### src/rtl/count_bcd_display.sv
// rtl/count_bcd_display.sv - binary to 3-digit BCD converter driving a multiplexed seven-segment display
module count_bcd_display #(
    parameter int REFRESH_DIV    = 50000,
    parameter bit SEG_ACTIVE_LOW = 1'b1
) (
    input  logic        clk,
    input  logic        rst,
    input  logic [7:0]  value,
    output logic [11:0] bcd,
    output logic        bcd_valid,
    output logic        busy,
    output logic [6:0]  seg,
    output logic [2:0]  an
);

    localparam int CW = (REFRESH_DIV > 2) ? $clog2(REFRESH_DIV) : 1;
    localparam logic [CW-1:0] REFRESH_LAST = CW'(REFRESH_DIV - 1);

    // Reset drive shows a single "0" on the ones digit in the selected polarity.
    localparam logic [6:0] SEG_RESET = SEG_ACTIVE_LOW ? 7'h40 : 7'h3F;
    localparam logic [2:0] AN_RESET  = SEG_ACTIVE_LOW ? 3'b110 : 3'b001;

    typedef enum logic [1:0] {
        IDLE  = 2'd0,
        SHIFT = 2'd1,
        DONE  = 2'd2
    } state_t;

    state_t      state_q;
    state_t      state_d;
    logic [7:0]  last_value;
    logic [19:0] sreg;
    logic [2:0]  iter;
    logic        start;

    logic [CW-1:0] refresh_cnt;
    logic [1:0]    digit_idx;
    logic [3:0]    digit;
    logic          blank;
    logic [2:0]    an_hi;
    logic [6:0]    seg_hi;

    // One double-dabble step: correct each BCD nibble >= 5, then shift left.
    function automatic logic [19:0] dabble_step(input logic [19:0] r);
        logic [19:0] t;
        t = r;
        for (int n = 0; n < 3; n++) begin
            if (t[8 + 4*n +: 4] >= 4'd5) begin
                t[8 + 4*n +: 4] = t[8 + 4*n +: 4] + 4'd3;
            end
        end
        return {t[18:0], 1'b0};
    endfunction

    // Active-high gfedcba pattern for one BCD digit; non-decimal codes stay dark.
    function automatic logic [6:0] seg_decode(input logic [3:0] d);
        logic [6:0] s;
        case (d)
            4'd0:    s = 7'h3F;
            4'd1:    s = 7'h06;
            4'd2:    s = 7'h5B;
            4'd3:    s = 7'h4F;
            4'd4:    s = 7'h66;
            4'd5:    s = 7'h6D;
            4'd6:    s = 7'h7D;
            4'd7:    s = 7'h07;
            4'd8:    s = 7'h7F;
            4'd9:    s = 7'h6F;
            default: s = 7'h00;
        endcase
        return s;
    endfunction

    // Converter state register.
    always_ff @(posedge clk or posedge rst) begin
        if (rst) begin
            state_q <= IDLE;
        end else begin
            state_q <= state_d;
        end
    end

    // Converter next state: a new value starts a conversion only from IDLE.
    always_comb begin
        state_d = state_q;
        case (state_q)
            IDLE:    if (value != last_value) state_d = SHIFT;
            SHIFT:   if (iter == 3'd7) state_d = DONE;
            DONE:    state_d = IDLE;
            default: state_d = IDLE;
        endcase
    end

    // Converter outputs decoded from the state.
    always_comb begin
        busy  = (state_q != IDLE);
        start = (state_q == IDLE) && (value != last_value);
    end

    // Converter datapath: capture, eight shift-add-3 steps, then publish.
    always_ff @(posedge clk or posedge rst) begin
        if (rst) begin
            last_value <= 8'd0;
            sreg       <= 20'd0;
            iter       <= 3'd0;
            bcd        <= 12'd0;
            bcd_valid  <= 1'b0;
        end else begin
            bcd_valid <= 1'b0;
            if (start) begin
                last_value <= value;
                sreg       <= {12'd0, value};
                iter       <= 3'd0;
            end else if (state_q == SHIFT) begin
                sreg <= dabble_step(sreg);
                iter <= iter + 3'd1;
            end else if (state_q == DONE) begin
                bcd       <= sreg[19:8];
                bcd_valid <= 1'b1;
            end
        end
    end

    // Refresh timer: each digit slot lasts REFRESH_DIV cycles.
    always_ff @(posedge clk or posedge rst) begin
        if (rst) begin
            refresh_cnt <= '0;
            digit_idx   <= 2'd0;
        end else if (refresh_cnt == REFRESH_LAST) begin
            refresh_cnt <= '0;
            digit_idx   <= (digit_idx == 2'd2) ? 2'd0 : digit_idx + 2'd1;
        end else begin
            refresh_cnt <= refresh_cnt + 1'b1;
        end
    end

    // Slot selection with leading-zero blanking; ones digit is always lit.
    always_comb begin
        digit = 4'd0;
        blank = 1'b1;
        an_hi = 3'b000;
        case (digit_idx)
            2'd0: begin
                digit = bcd[3:0];
                blank = 1'b0;
                an_hi = 3'b001;
            end
            2'd1: begin
                digit = bcd[7:4];
                blank = (bcd[11:8] == 4'd0) && (bcd[7:4] == 4'd0);
                an_hi = 3'b010;
            end
            2'd2: begin
                digit = bcd[11:8];
                blank = (bcd[11:8] == 4'd0);
                an_hi = 3'b100;
            end
            default: begin
                blank = 1'b1;
            end
        endcase
        seg_hi = blank ? 7'h00 : seg_decode(digit);
        if (blank) begin
            an_hi = 3'b000;
        end
    end

    // Registered display drive in the selected polarity.
    always_ff @(posedge clk or posedge rst) begin
        if (rst) begin
            seg <= SEG_RESET;
            an  <= AN_RESET;
        end else begin
            seg <= SEG_ACTIVE_LOW ? ~seg_hi : seg_hi;
            an  <= SEG_ACTIVE_LOW ? ~an_hi : an_hi;
        end
    end

endmodule

### config.mk
export PLATFORM = sky130hd
export DESIGN_NAME = count_bcd_display
export DESIGN_NICKNAME = d
export VERILOG_FILES = /design/src/rtl/count_bcd_display.sv
export SDC_FILE = /design/constraint.sdc
export NUM_CORES = 1
export LEC_CHECK = 0
export CAP_MARGIN = 20
export CORE_UTILIZATION = 57
export DETAILED_ROUTE_END_ITERATION = 16
export PLACE_DENSITY = 0.9
export SLEW_MARGIN = 20
export SYNTH_ARGS = -nofsm -noshare
export SYNTH_HDL_FRONTEND = slang
export SYNTH_SLANG_ARGS = --single-unit
### constraint.sdc
create_clock -name clk -period 3.27 [get_ports clk]
set_clock_uncertainty 0.2 [all_clocks]
set_input_delay 0.4905 -clock clk [delete_from_list [all_inputs] [get_ports clk]]
set_output_delay 0.4905 -clock clk [all_outputs]
set_load 0.01 [all_outputs]
==> results.md <==
- The tree built by TritonCTS fans out to 74 sinks.
- Counting stages on the worst path, the most repeated cell is sky130_fd_sc_hd__inv_1.
- The endpoint type of the worst setup path is a flop.
- 0 antenna diodes ended up in the layout.
- The number of antenna violations at the first check in global routing came to 0.
- In this design, the largest share of critical-path delay is due to flip-flops.
- Once placement finished, the instance area stood at 0.00401 mm^2.
- The run finished with clean final reports.
- The count of buffers added on input and output ports is 33.
- OpenSTA, run right after detailed placement, puts the worst setup slack at 735 ps.
- The synthesized netlist devotes 11.4% of its cell area to compound gates.
- Counting flops with a built-in enable in the synthesized netlist gives 0.
- The critical path goes through nor2b_1 > buf_4 > o2bb2ai_1 > inv_1 > ha_1 > inv_1 > mux2i_1 > o211ai_1.
- Yosys attributes the largest share of cell area to sky130_fd_sc_hd__dfrtp_1 (49%), sky130_fd_sc_hd__mux2_2 (7.8%), sky130_fd_sc_hd__ha_1 (4.8%), sky130_fd_sc_hd__xnor2_1 (4.4%), sky130_fd_sc_hd__mux2i_1 (3.0%).
- Max-cap violations in this run came to 0.
- The clock root buffer master is sky130_fd_sc_hd__clkbuf_8.
- Dividing the detail-routed wire length by the instance count gives 16.3 um.
- In the routed design, unresolved DRC markers number 0.
- After detailed routing, the total wire length is 6900 um.
- The area share of the leading cell type in the synthesized netlist is 49.2%.
- The maximum buffer depth of the clock tree is 2.
- The dominant combinational cell family by area after synthesis is simple AND/OR/NAND/NOR gates.
- The insertion delay to the later sink of the worst-skew pair is 350 ps.
- Summed over all layers, the global routing overflow is 0.
- At the pin with the least slew margin, the transition time is 709 ps.
- The number of CTS-inserted buffers is 9.
- The synthesized flop and latch total is 74.
- The global-route wire length before repair is 11300 um.
- Measured against its own limit, the worst slew margin works out to 52.6%.
- In this run the count of I/O pins placed on the die edge is 34.
- The initial utilization of the core area, before any placement, comes to 60.0%.
- The number of nets in the synthesized netlist is 331.
- The total global-route track usage is 22.9%.
- Hold timing on the final database bottoms out at a slack of 289 ps.
- Detailed placement finished with a half-perimeter wire length of 4750 um.
- The class of the tightest hold or removal check is input port to asynchronous set/reset pin.
- Setup slack closes at 1020 ps.
- After routing the design area is 0.00427 mm^2.
- The setup TNS is 0 ps.
- The fraction of registers with async set/reset is 100%.
- The fraction of final layout cells with drive strength greater than 1 is 16.7%.
- Based on the critical path, the design can be clocked at up to 445 MHz.
- The number of vias per cell is 5.88.
- The placer congestion estimate is 0.799.
- Dividing total power by cell area gives a power density of 861 mW/mm^2.
- Once detail routing completed, the nets flagged for antenna violations numbered 0.
- The TritonCTS clock tree is built.
- The layout-stage area growth over the synthesis result is 18.2%.
- The overall die area is 0.00666 mm^2.
- Across the VDD grid, the largest voltage drop is 0.526 mV.
- The design draws 3.68 mW.
- The final-report max-slew violation count is 0.
- The portion of the clock cycle consumed by the worst path in the final layout is 68.7%.
- For this design, the slowest cell found on the critical path is sky130_fd_sc_hd__dfrtp_1.
- The die is 81.6 um tall.
- The post-synthesis area per instance is 11.8 um^2.
- Setup repair after global routing left no endpoint under its margin.
- The synthesized cell area is 0.00361 mm^2.
- The count of vias placed by the detailed router is 2486.
- Measured against the total synthesized area, the mux share comes to 10.8%.
- The clock-pin slew of the registers on the worst-case setup and hold paths is 80 ps.
- The critical path required time is 3290 ps.
- For this run, the slowest stage of the critical path takes 590 ps.
- The startpoint identified for the worst register-to-register timing path is digit_idx[1].
- The buffers inserted during post-CTS setup optimization is 0.
- For this run, the number of Yosys warnings is 0.
- The post-synthesis xor/xnor area fraction is 5.82%.
- The end of the worst register-to-register path is seg[3].
- The core outline area is 0.00603 mm^2.
- The final count of hold timing violations is 0.
- The number of library cell types mapped by synthesis is 51.
- In this run the horizontal extent of the chip is 81.6 um.
- In this run, the number of DRC markers left after iteration 0 of detailed routing was 146.
- The setup-violating endpoint count in the final report is 0.
- The internal reg-to-reg setup slack is 1020 ps.
- The simple-gate portion of the synthesized area is 12.5%.
- The final standard cell count with taps included and fillers excluded is 423.
- The number of global-route vias before repair is 2438.
- After the last flow step, the layout net total stands at 367.
- In this run, post-CTS hold repair placed 0 buffers.
- The deepest level of the CTS H-tree is 3.
- The category of the most critical setup path is flop to flop.
- Entering global routing, the biggest net connects 53 pins.
- Once the clock tree was built, the resizer swapped 0 gates to a different size.
- The worst-case reg-to-reg path depth is 8.
- The first-pass detailed-route iteration total is 4.
- The synthesized instance count is 307.
- The commonest register cell after synthesis is sky130_fd_sc_hd__dfrtp_1.
- The final core utilization is 70.9%.
- The data arrival time at the worst-slack endpoint is 2260 ps.
- In this run the static leakage power is 1.85 nW.
- The critical-path maximum fanout is 11.
- The biggest area consumer among synthesized cells is sky130_fd_sc_hd__dfrtp_1.
- The shortest period the worst path allows is 2250 ps.
- The critical path contains buffers and inverters numbering 3 combined.
- After detailed placement, the design holds a cell count of 406.
- The sequential area share after synthesis is 51.3%.
- The fraction of the mapped netlist area in adder cells is 4.85%.
- The row count is 28.
- The worst setup path is launched from a flop.
## area by class of cell
type,instances,area (um^2)
Sequential cell,74,1860
Fill cell,402,1750
Multi-Input combinational cell,205,1640
Timing Repair Buffer,37,373
Clock buffer,11,151
Clock inverter,5,100
Tap cell,75,93.8
Inverter,16,60.1
## synthesized netlist by cell type, drive strengths merged, types with 8 or more instances
| library cell | instances |
|---|---|
| nor2 | 11 |
| dfrtp | 71 |
| xnor2 | 18 |
| o21ai | 10 |
| mux2i | 11 |
| nand2 | 22 |
| and2 | 8 |
| mux2 | 25 |
| inv | 16 |
| ha | 14 |
## cells by family after synthesis
kind of cell,after synthesis
multiplexers,36
XOR/XNOR,24
AO/OA/AOI/OAI,51
AND/OR/NAND/NOR,80
adder cells (fa/ha/maj),14
flip-flops,74
buffers and inverters,28
## routing by layer
metal,vias up,part of all wire [%],global-route usage (%)
met3,18,4.2,4.11
met1,1227,44,29.4
met4,0,2.9,13.0
met5,-,0,0
met2,68,49,36.7
li1,1173,-,-
## worst max path at each step
stage / startpoint / endpoint / slack, ps / cells past startpoint
2_1_floorplan: rst / an[0] / 700 / 1
3_3_place_gp: value[7] / sreg[1] / 760 / 5
3_5_place_dp: value[7] / sreg[5] / 730 / 5
4_1_cts: state_q[0] / busy / 1000 / 3
5_1_grt: digit_idx[1] / seg[3] / 860 / 8
6_report: digit_idx[1] / seg[3] / 1020 / 8
## flip-flops by register name (all words and copies together), names as in the netlist
register and count:
an 3, refresh_cnt 16, last_value 8, seg 7, iter 3, state_q 2
digit_idx 2, sreg 20, bcd_valid 1, bcd 12
## power breakdown
| group | switching, mW | total [mW] | internal (mW) |
|---|---|---|---|
| Sequential | 0.227 | 1.43 | 1.20 |
| Clock | 0.331 | 0.877 | 0.546 |
| Combinational | 0.660 | 1.37 | 0.710 |
| Total | 1.22 | 3.68 | 2.46 |
## cells in the final DEF, fill, tap and decap left out, types with 3 or more instances in the layout
master,count
sky130_fd_sc_hd__a21oi_1,6
sky130_fd_sc_hd__a221o_1,7
sky130_fd_sc_hd__and2_1,8
sky130_fd_sc_hd__and3_1,3
sky130_fd_sc_hd__buf_4,3
sky130_fd_sc_hd__bufinv_16,3
sky130_fd_sc_hd__clkbuf_8,11
sky130_fd_sc_hd__clkdlybuf4s50_1,33
sky130_fd_sc_hd__dfrtp_1,71
sky130_fd_sc_hd__dfstp_2,3
sky130_fd_sc_hd__ha_1,14
sky130_fd_sc_hd__inv_1,15
sky130_fd_sc_hd__mux2_2,25
sky130_fd_sc_hd__mux2i_1,11
sky130_fd_sc_hd__nand2_1,22
sky130_fd_sc_hd__nand2b_1,4
sky130_fd_sc_hd__nand3_1,7
sky130_fd_sc_hd__nand4_1,5
sky130_fd_sc_hd__nor2_1,11
sky130_fd_sc_hd__nor2b_1,4
sky130_fd_sc_hd__nor4b_1,3
sky130_fd_sc_hd__o211ai_1,3
sky130_fd_sc_hd__o21ai_0,8
sky130_fd_sc_hd__o22ai_1,6
sky130_fd_sc_hd__xnor2_1,18
sky130_fd_sc_hd__xor2_1,6
No activity file was read; power rests on OpenSTA's default activity.
